File: config.mk
export PLATFORM = sky130hd
export DESIGN_NAME = obi_master_pipelined_flat
export DESIGN_NICKNAME = d
export VERILOG_FILES = /design/src/rtl/obi_master_pipelined_if.sv /design/src/rtl/obi_master_pipelined.sv /design/src/flat_wrapper.sv
export SDC_FILE = /design/constraint.sdc
export NUM_CORES = 1
export LEC_CHECK = 0
export ABC_CLOCK_PERIOD_IN_PS = 6000
export CAP_MARGIN = 20
export CORE_ASPECT_RATIO = 0.6
export CORE_MARGIN = 2
export CORE_UTILIZATION = 46
export CTS_CLUSTER_DIAMETER = 60
export DETAILED_ROUTE_END_ITERATION = 10
export PLACE_DENSITY = 0.94
export SYNTH_ARGS = -nofsm -noshare
export SYNTH_HDL_FRONTEND = slang
export SYNTH_SLANG_ARGS = --single-unit
File: constraint.sdc
create_clock -name clk_i -period 6 [get_ports clk_i]
set_clock_uncertainty 0.05 [all_clocks]
set_input_delay 1.2 -clock clk_i [delete_from_list [all_inputs] [get_ports clk_i]]
set_output_delay 1.2 -clock clk_i [all_outputs]
set_load 0.01 [all_outputs]
File: src/rtl/obi_master_pipelined_if.sv
// OBI manager bundle: controller command/response port plus OBI A/R channels.
// The master modport is the manager's view; slave is the environment's view.
interface obi_master_pipelined_if #(
  parameter int ADDR_WIDTH = 32,
  parameter int DATA_WIDTH = 32
) ();
  localparam int BW = DATA_WIDTH / 8;

  logic                  req_i;
  logic                  gnt_o;
  logic                  we_i;
  logic [BW-1:0]         be_i;
  logic [ADDR_WIDTH-1:0] addr_i;
  logic [DATA_WIDTH-1:0] wdata_i;
  logic                  rsp_valid_o;
  logic                  rsp_ready_i;
  logic [DATA_WIDTH-1:0] rsp_rdata_o;
  logic                  rsp_err_o;
  logic                  rsp_we_o;
  logic                  spurious_o;
  logic                  obi_req_o;
  logic                  obi_gnt_i;
  logic [ADDR_WIDTH-1:0] obi_addr_o;
  logic                  obi_we_o;
  logic [BW-1:0]         obi_be_o;
  logic [DATA_WIDTH-1:0] obi_wdata_o;
  logic                  obi_rvalid_i;
  logic                  obi_rready_o;
  logic [DATA_WIDTH-1:0] obi_rdata_i;
  logic                  obi_err_i;

  modport master (
    input  req_i, we_i, be_i, addr_i, wdata_i,
    input  rsp_ready_i,
    input  obi_gnt_i, obi_rvalid_i,
    input  obi_rdata_i, obi_err_i,
    output gnt_o,
    output rsp_valid_o, rsp_rdata_o,
    output rsp_err_o, rsp_we_o,
    output spurious_o,
    output obi_req_o, obi_addr_o, obi_we_o,
    output obi_be_o, obi_wdata_o,
    output obi_rready_o
  );

  modport slave (
    output req_i, we_i, be_i, addr_i, wdata_i,
    output rsp_ready_i,
    output obi_gnt_i, obi_rvalid_i,
    output obi_rdata_i, obi_err_i,
    input  gnt_o,
    input  rsp_valid_o, rsp_rdata_o,
    input  rsp_err_o, rsp_we_o,
    input  spurious_o,
    input  obi_req_o, obi_addr_o, obi_we_o,
    input  obi_be_o, obi_wdata_o,
    input  obi_rready_o
  );
endinterface

File: src/rtl/obi_master_pipelined.sv
// Pipelined OBI manager: registered A channel, in-order responses,
// up to MAX_OUTSTANDING transactions in flight.
module obi_master_pipelined #(
  parameter int ADDR_WIDTH      = 32,
  parameter int DATA_WIDTH      = 32,
  parameter int MAX_OUTSTANDING = 4
) (
  input  logic                 clk_i,
  input  logic                 reset_ni,
  obi_master_pipelined_if.master bus
);
  localparam int BW = DATA_WIDTH / 8;
  localparam int CW = $clog2(MAX_OUTSTANDING + 1);
  localparam int PW =
    (MAX_OUTSTANDING > 1) ? $clog2(MAX_OUTSTANDING) : 1;

  logic                  a_valid_q;
  logic [ADDR_WIDTH-1:0] a_addr_q;
  logic                  a_we_q;
  logic [BW-1:0]         a_be_q;
  logic [DATA_WIDTH-1:0] a_wdata_q;

  logic [CW-1:0]         cnt_q, cnt_d;
  logic [MAX_OUTSTANDING-1:0] fifo_q;
  logic [PW-1:0]         wptr_q, wptr_d;
  logic [PW-1:0]         rptr_q, rptr_d;

  logic                  rsp_valid_q;
  logic [DATA_WIDTH-1:0] rsp_rdata_q;
  logic                  rsp_err_q;
  logic                  rsp_we_q;
  logic                  spurious_q;

  logic gnt, accept, rready, r_fire, r_hs, r_spur;

  function automatic logic [PW-1:0] ptr_inc(
    input logic [PW-1:0] p
  );
    return (p == PW'(MAX_OUTSTANDING - 1)) ?
      '0 : p + PW'(1);
  endfunction

  // Grant depends only on state and obi_gnt_i, never on req_i.
  assign gnt    = (!a_valid_q || bus.obi_gnt_i) &&
                  (cnt_q < CW'(MAX_OUTSTANDING));
  assign accept = bus.req_i && gnt;
  assign rready = !rsp_valid_q || bus.rsp_ready_i;
  assign r_fire = bus.obi_rvalid_i && rready;
  assign r_hs   = r_fire && (cnt_q != '0);
  assign r_spur = r_fire && (cnt_q == '0);

  assign bus.gnt_o        = gnt;
  assign bus.obi_req_o    = a_valid_q;
  assign bus.obi_addr_o   = a_addr_q;
  assign bus.obi_we_o     = a_we_q;
  assign bus.obi_be_o     = a_be_q;
  assign bus.obi_wdata_o  = a_wdata_q;
  assign bus.obi_rready_o = rready;
  assign bus.rsp_valid_o  = rsp_valid_q;
  assign bus.rsp_rdata_o  = rsp_rdata_q;
  assign bus.rsp_err_o    = rsp_err_q;
  assign bus.rsp_we_o     = rsp_we_q;
  assign bus.spurious_o   = spurious_q;

  // Next outstanding count and tag FIFO pointers.
  always_comb begin
    cnt_d  = cnt_q;
    wptr_d = accept ? ptr_inc(wptr_q) : wptr_q;
    rptr_d = r_hs ? ptr_inc(rptr_q) : rptr_q;
    unique case (1'b1)
      accept && !r_hs: cnt_d = cnt_q + CW'(1);
      r_hs && !accept: cnt_d = cnt_q - CW'(1);
      default: ;
    endcase
  end

  // A-channel holding register, stable until granted.
  always_ff @(posedge clk_i or negedge reset_ni) begin
    if (!reset_ni) begin
      a_valid_q <= 1'b0;
      a_addr_q  <= '0;
      a_we_q    <= 1'b0;
      a_be_q    <= '0;
      a_wdata_q <= '0;
    end else if (accept) begin
      a_valid_q <= 1'b1;
      a_addr_q  <= bus.addr_i;
      a_we_q    <= bus.we_i;
      a_be_q    <= bus.be_i;
      a_wdata_q <= bus.wdata_i;
    end else if (a_valid_q && bus.obi_gnt_i) begin
      a_valid_q <= 1'b0;
    end
  end

  // Outstanding count and we-tag FIFO.
  always_ff @(posedge clk_i or negedge reset_ni) begin
    if (!reset_ni) begin
      cnt_q  <= '0;
      wptr_q <= '0;
      rptr_q <= '0;
      fifo_q <= '0;
    end else begin
      cnt_q  <= cnt_d;
      wptr_q <= wptr_d;
      rptr_q <= rptr_d;
      if (accept) fifo_q[wptr_q] <= bus.we_i;
    end
  end

  // Response register and sticky spurious flag.
  always_ff @(posedge clk_i or negedge reset_ni) begin
    if (!reset_ni) begin
      rsp_valid_q <= 1'b0;
      rsp_rdata_q <= '0;
      rsp_err_q   <= 1'b0;
      rsp_we_q    <= 1'b0;
      spurious_q  <= 1'b0;
    end else begin
      if (r_hs) begin
        rsp_valid_q <= 1'b1;
        rsp_rdata_q <= bus.obi_rdata_i;
        rsp_err_q   <= bus.obi_err_i;
        rsp_we_q    <= fifo_q[rptr_q];
      end else if (bus.rsp_ready_i) begin
        rsp_valid_q <= 1'b0;
      end
      if (r_spur) spurious_q <= 1'b1;
    end
  end
endmodule

File: src/flat_wrapper.sv
// flat-port wrapper written by rule: the top's interface ports become plain ports
module obi_master_pipelined_flat 
#(
  parameter int ADDR_WIDTH      = 32,
  parameter int DATA_WIDTH      = 32,
  parameter int MAX_OUTSTANDING = 4
)
  (clk_i, reset_ni, bus_req_i, bus_we_i, bus_be_i, bus_addr_i, bus_wdata_i, bus_rsp_ready_i, bus_obi_gnt_i, bus_obi_rvalid_i, bus_obi_rdata_i, bus_obi_err_i, bus_gnt_o, bus_rsp_valid_o, bus_rsp_rdata_o, bus_rsp_err_o, bus_rsp_we_o, bus_spurious_o, bus_obi_req_o, bus_obi_addr_o, bus_obi_we_o, bus_obi_be_o, bus_obi_wdata_o, bus_obi_rready_o);
  obi_master_pipelined_if #(.ADDR_WIDTH(ADDR_WIDTH), .DATA_WIDTH(DATA_WIDTH)) bus_i ();
  input  logic clk_i;
  input  logic reset_ni;
  input wire logic [$bits(bus_i.req_i)-1:0] bus_req_i;
  input wire logic [$bits(bus_i.we_i)-1:0] bus_we_i;
  input wire logic [$bits(bus_i.be_i)-1:0] bus_be_i;
  input wire logic [$bits(bus_i.addr_i)-1:0] bus_addr_i;
  input wire logic [$bits(bus_i.wdata_i)-1:0] bus_wdata_i;
  input wire logic [$bits(bus_i.rsp_ready_i)-1:0] bus_rsp_ready_i;
  input wire logic [$bits(bus_i.obi_gnt_i)-1:0] bus_obi_gnt_i;
  input wire logic [$bits(bus_i.obi_rvalid_i)-1:0] bus_obi_rvalid_i;
  input wire logic [$bits(bus_i.obi_rdata_i)-1:0] bus_obi_rdata_i;
  input wire logic [$bits(bus_i.obi_err_i)-1:0] bus_obi_err_i;
  output wire logic [$bits(bus_i.gnt_o)-1:0] bus_gnt_o;
  output wire logic [$bits(bus_i.rsp_valid_o)-1:0] bus_rsp_valid_o;
  output wire logic [$bits(bus_i.rsp_rdata_o)-1:0] bus_rsp_rdata_o;
  output wire logic [$bits(bus_i.rsp_err_o)-1:0] bus_rsp_err_o;
  output wire logic [$bits(bus_i.rsp_we_o)-1:0] bus_rsp_we_o;
  output wire logic [$bits(bus_i.spurious_o)-1:0] bus_spurious_o;
  output wire logic [$bits(bus_i.obi_req_o)-1:0] bus_obi_req_o;
  output wire logic [$bits(bus_i.obi_addr_o)-1:0] bus_obi_addr_o;
  output wire logic [$bits(bus_i.obi_we_o)-1:0] bus_obi_we_o;
  output wire logic [$bits(bus_i.obi_be_o)-1:0] bus_obi_be_o;
  output wire logic [$bits(bus_i.obi_wdata_o)-1:0] bus_obi_wdata_o;
  output wire logic [$bits(bus_i.obi_rready_o)-1:0] bus_obi_rready_o;
  assign bus_i.req_i = bus_req_i;
  assign bus_i.we_i = bus_we_i;
  assign bus_i.be_i = bus_be_i;
  assign bus_i.addr_i = bus_addr_i;
  assign bus_i.wdata_i = bus_wdata_i;
  assign bus_i.rsp_ready_i = bus_rsp_ready_i;
  assign bus_i.obi_gnt_i = bus_obi_gnt_i;
  assign bus_i.obi_rvalid_i = bus_obi_rvalid_i;
  assign bus_i.obi_rdata_i = bus_obi_rdata_i;
  assign bus_i.obi_err_i = bus_obi_err_i;
  assign bus_gnt_o = bus_i.gnt_o;
  assign bus_rsp_valid_o = bus_i.rsp_valid_o;
  assign bus_rsp_rdata_o = bus_i.rsp_rdata_o;
  assign bus_rsp_err_o = bus_i.rsp_err_o;
  assign bus_rsp_we_o = bus_i.rsp_we_o;
  assign bus_spurious_o = bus_i.spurious_o;
  assign bus_obi_req_o = bus_i.obi_req_o;
  assign bus_obi_addr_o = bus_i.obi_addr_o;
  assign bus_obi_we_o = bus_i.obi_we_o;
  assign bus_obi_be_o = bus_i.obi_be_o;
  assign bus_obi_wdata_o = bus_i.obi_wdata_o;
  assign bus_obi_rready_o = bus_i.obi_rready_o;
  obi_master_pipelined #(.ADDR_WIDTH(ADDR_WIDTH), .DATA_WIDTH(DATA_WIDTH), .MAX_OUTSTANDING(MAX_OUTSTANDING)) u_core (.clk_i(clk_i), .reset_ni(reset_ni), .bus(bus_i));
endmodule
==> impl_metrics.toml <==
[outcome]
status = "completed"

[worst_setup_path]
cp_max_fo = 7
slowest_stage = "clkdlybuf4s50_1"
crit_buf_inv = 2
arrival_ps = 2510
r2r-start = "u_core.cnt_q[2]"
critPathKind = "input port to output pin"
required_ps = 4750
path_cells = "clkdlybuf4s50_1 -> nand2b_4 -> and2b_1 -> clkdlybuf4s50_1"
crit_start = "bus_obi_gnt_i"
cp_common_cell = "clkdlybuf4s50_1"
cp_top_family = "buffers and inverters"
endpoint_kind = "output pin"
crit_path_start_kind = "input port"
cp_slowest_stage_delay_ps = 540

[clocking]
numCtsBuffers = 17
cts_htree_levels = 4
cts_setup_buffers = 0
path_clk_slew_ps = 60
cts_buffer_depth = 2
cts_resized = 0
clk_latency_ps = 400
hold_buffers = 0
numClockSinks = 117
cts_tree = "built"
cts-root-buf = "clkbuf_16"

[layout]
layout-drive-gt1-share_pct = 30.33
syn_to_final_growth_pct = 55.69
seqCellArea_um2 = 2928
layout_commonest_cell = "clkdlybuf4s50_1"
final_nets = 614
final_cells = 650
final_cell_mix = "214 x clkdlybuf4s50_1, 117 x dfrtp_1, 88 x mux2_4"
multiInputGateArea_um2 = 1877
fillCellCount = 647
stdcell_area_um2 = 7811
antenna_cells = 0

[placed_design]
hpwl_um = 8177
place_area_um2 = 7169
dp_cells = 619
place_congestion = 0.8177
io_buffers = 215

[yosys]
synth_nets = 390
syn_area_per_cell_um2 = 18.24
synth_cell_types = 23
syn_area_um2 = 5017
ys_warn_count = 0
ys_ff_latch = 117
netlist_instances = 275
seq_area_frac_synth_pct = 58.35

[power]
p_int_mw = 3.139
pwr-share-clk_pct = 24.8
ir_worst_vdd_v = 0.0003604
seq_power_share_pct = 32.8
p_switching_mw = 1.224
cellPowerDensity_nw_per_um2 = 558.5
swShare_pct = 28.06
leakage_nw = 3.480
p_comb_share_pct = 42.4

[timing]
finalSetupViolations = 0
min_period_over_period_pct = 62.71
post-route-min-period_ps = 3763
setup_tns_ps = 0
slew_viol_final = 0
hold_viol = 0
worstMarginPinSlew_ps = 738.3
rsz0062_at_grt = "false"
slew_headroom_pct = 50.78
fmax_ghz = 0.2658

[die]
start_util_pct = 47.35
core_area_um2 = 10600
boundaryPins = 216
die_area_um2 = 11790
num_rows = 29
die_w_um = 138.8
die_y_um = 84.90

[route]
route.met2.wl_um = 5762
drtIter0Drc = 112
final_antenna_net_count = 0
wl_met3_um = 714
via_per_inst = 4.712
first_pass_iters = 4
route.detailed.drc = 0
totalWireLength_um = 11660
wirelength_met1_um = 5071
highest_layer = "met4"
num_vias = 3063
routedWlPerCell_um = 17.93

[global_routing]
grt_pass1_vias = 3457
grt-ovfl-total = 0
grt_antenna_before_repair = 0
grt_pass1_wl_um = 18530
grt_use_total_pct = 20.46
grt_max_degree = 60

[hold_path]
min_path_type = "flop to flop"
hold_start = "u_core.bus.spurious_o"

[flow_run]
max-cap-violations = 0
[final cells by class]
class / count / share of cell area (%)
timing repair buffer: 217 / 27.71
multi-input combinational: 139 / 24.03
clock inverter: 11 / 2.243
tap: 139 / 2.226
sequential: 117 / 37.48
clock buffer: 20 / 5.975
inverter: 7 / 0.3364
[synthesized netlist by cell type]
master    count  area [um^2]
dfrtp_1     117         2928
mux2_4       88         1321
mux2_2       23        259.0
buf_12        7        140.1
inv_1         7        26.28
ha_1          6        75.07
and4b_2       4        45.04
buf_6         4        45.04
nor2_1        3        11.26
nand2_1       2        7.510
xor2_1        2        17.52
a31o_2        1        8.760
and2b_1       1        7.510
and3b_1       1        8.760
buf_2         1        5.000
fa_1          1        20.02
mux2i_1       1        10.01
mux4_2        1        22.52
nand2b_1      1        6.260
nand2b_4      1        13.76
nand3b_4      1        20.02
nor3_2        1        10.01
xnor2_1       1        8.760
[power by group through the flow]
stage	sequential, mW	clock [mW]	combinational, mW
2_1_floorplan	1.55	0	0.841
3_3_place_gp	1.41	0	1.81
3_5_place_dp	1.43	0	1.86
4_1_cts	1.44	1.10	1.88
5_1_grt	1.48	1.14	1.96
6_report	1.43	1.08	1.85
[per-layer routing]
layer	track usage, %	vias to the layer above
li1	-	1411
met1	25.47	1515
met2	34.71	129
met4	6.703	0
met5	0	-
met3	6.264	8
[state kept, by name, indices dropped and copies added, names as in the netlist]
register,count
u_core.rptr_q,2
u_core.bus.obi_addr_o,32
u_core.bus.rsp_rdata_o,32
u_core.bus.obi_wdata_o,32
u_core.bus.spurious_o,1
u_core.cnt_q,3
u_core.bus.obi_be_o,4
u_core.wptr_q,2
u_core.bus.rsp_valid_o,1
u_core.bus.obi_we_o,1
u_core.bus.obi_req_o,1
u_core.bus.rsp_we_o,1
u_core.fifo_q,4
u_core.bus.rsp_err_o,1
[worst paths after layout]
check / slack [ps] / cells after the start / end
max in group asynchronous: 3860 / 2 / u_core.bus.rsp_rdata_o[29]
min: 430 / 1 / u_core.bus.spurious_o
max reg2reg: 3430 / 8 / u_core.cnt_q[2]
min in group asynchronous: 810 / 1 / u_core.bus.rsp_rdata_o[6]
max: 2240 / 4 / bus_gnt_o
min reg2reg: 430 / 1 / u_core.bus.spurious_o
[kinds of logic after synthesis]
kind of cell             share of synthesized area [%]
flip-flops                                       58.35
buffers and inverters                            4.314
AND/OR/NAND/NOR                                  2.594
XOR/XNOR                                        0.5238
AO/OA/AOI/OAI                                   0.1746
adder cells (fa/ha/maj)                          1.895
multiplexers                                     32.14
[through the flow]
step                      util [%]  setup WS [ps]  hold WS [ps]  total power [mW]
after global routing         73.72           2183         455.4             4.579
after global placement       67.67           2252         409.3             3.221
final                        73.72           2237         427.7             4.363
after floorplan                  -           3042         425.1             2.396
after CTS                    73.72           2239         432.2             4.415
after detailed placement     67.67           2178         403.7             3.289
Note: power is estimated with default switching activity, not from simulation.
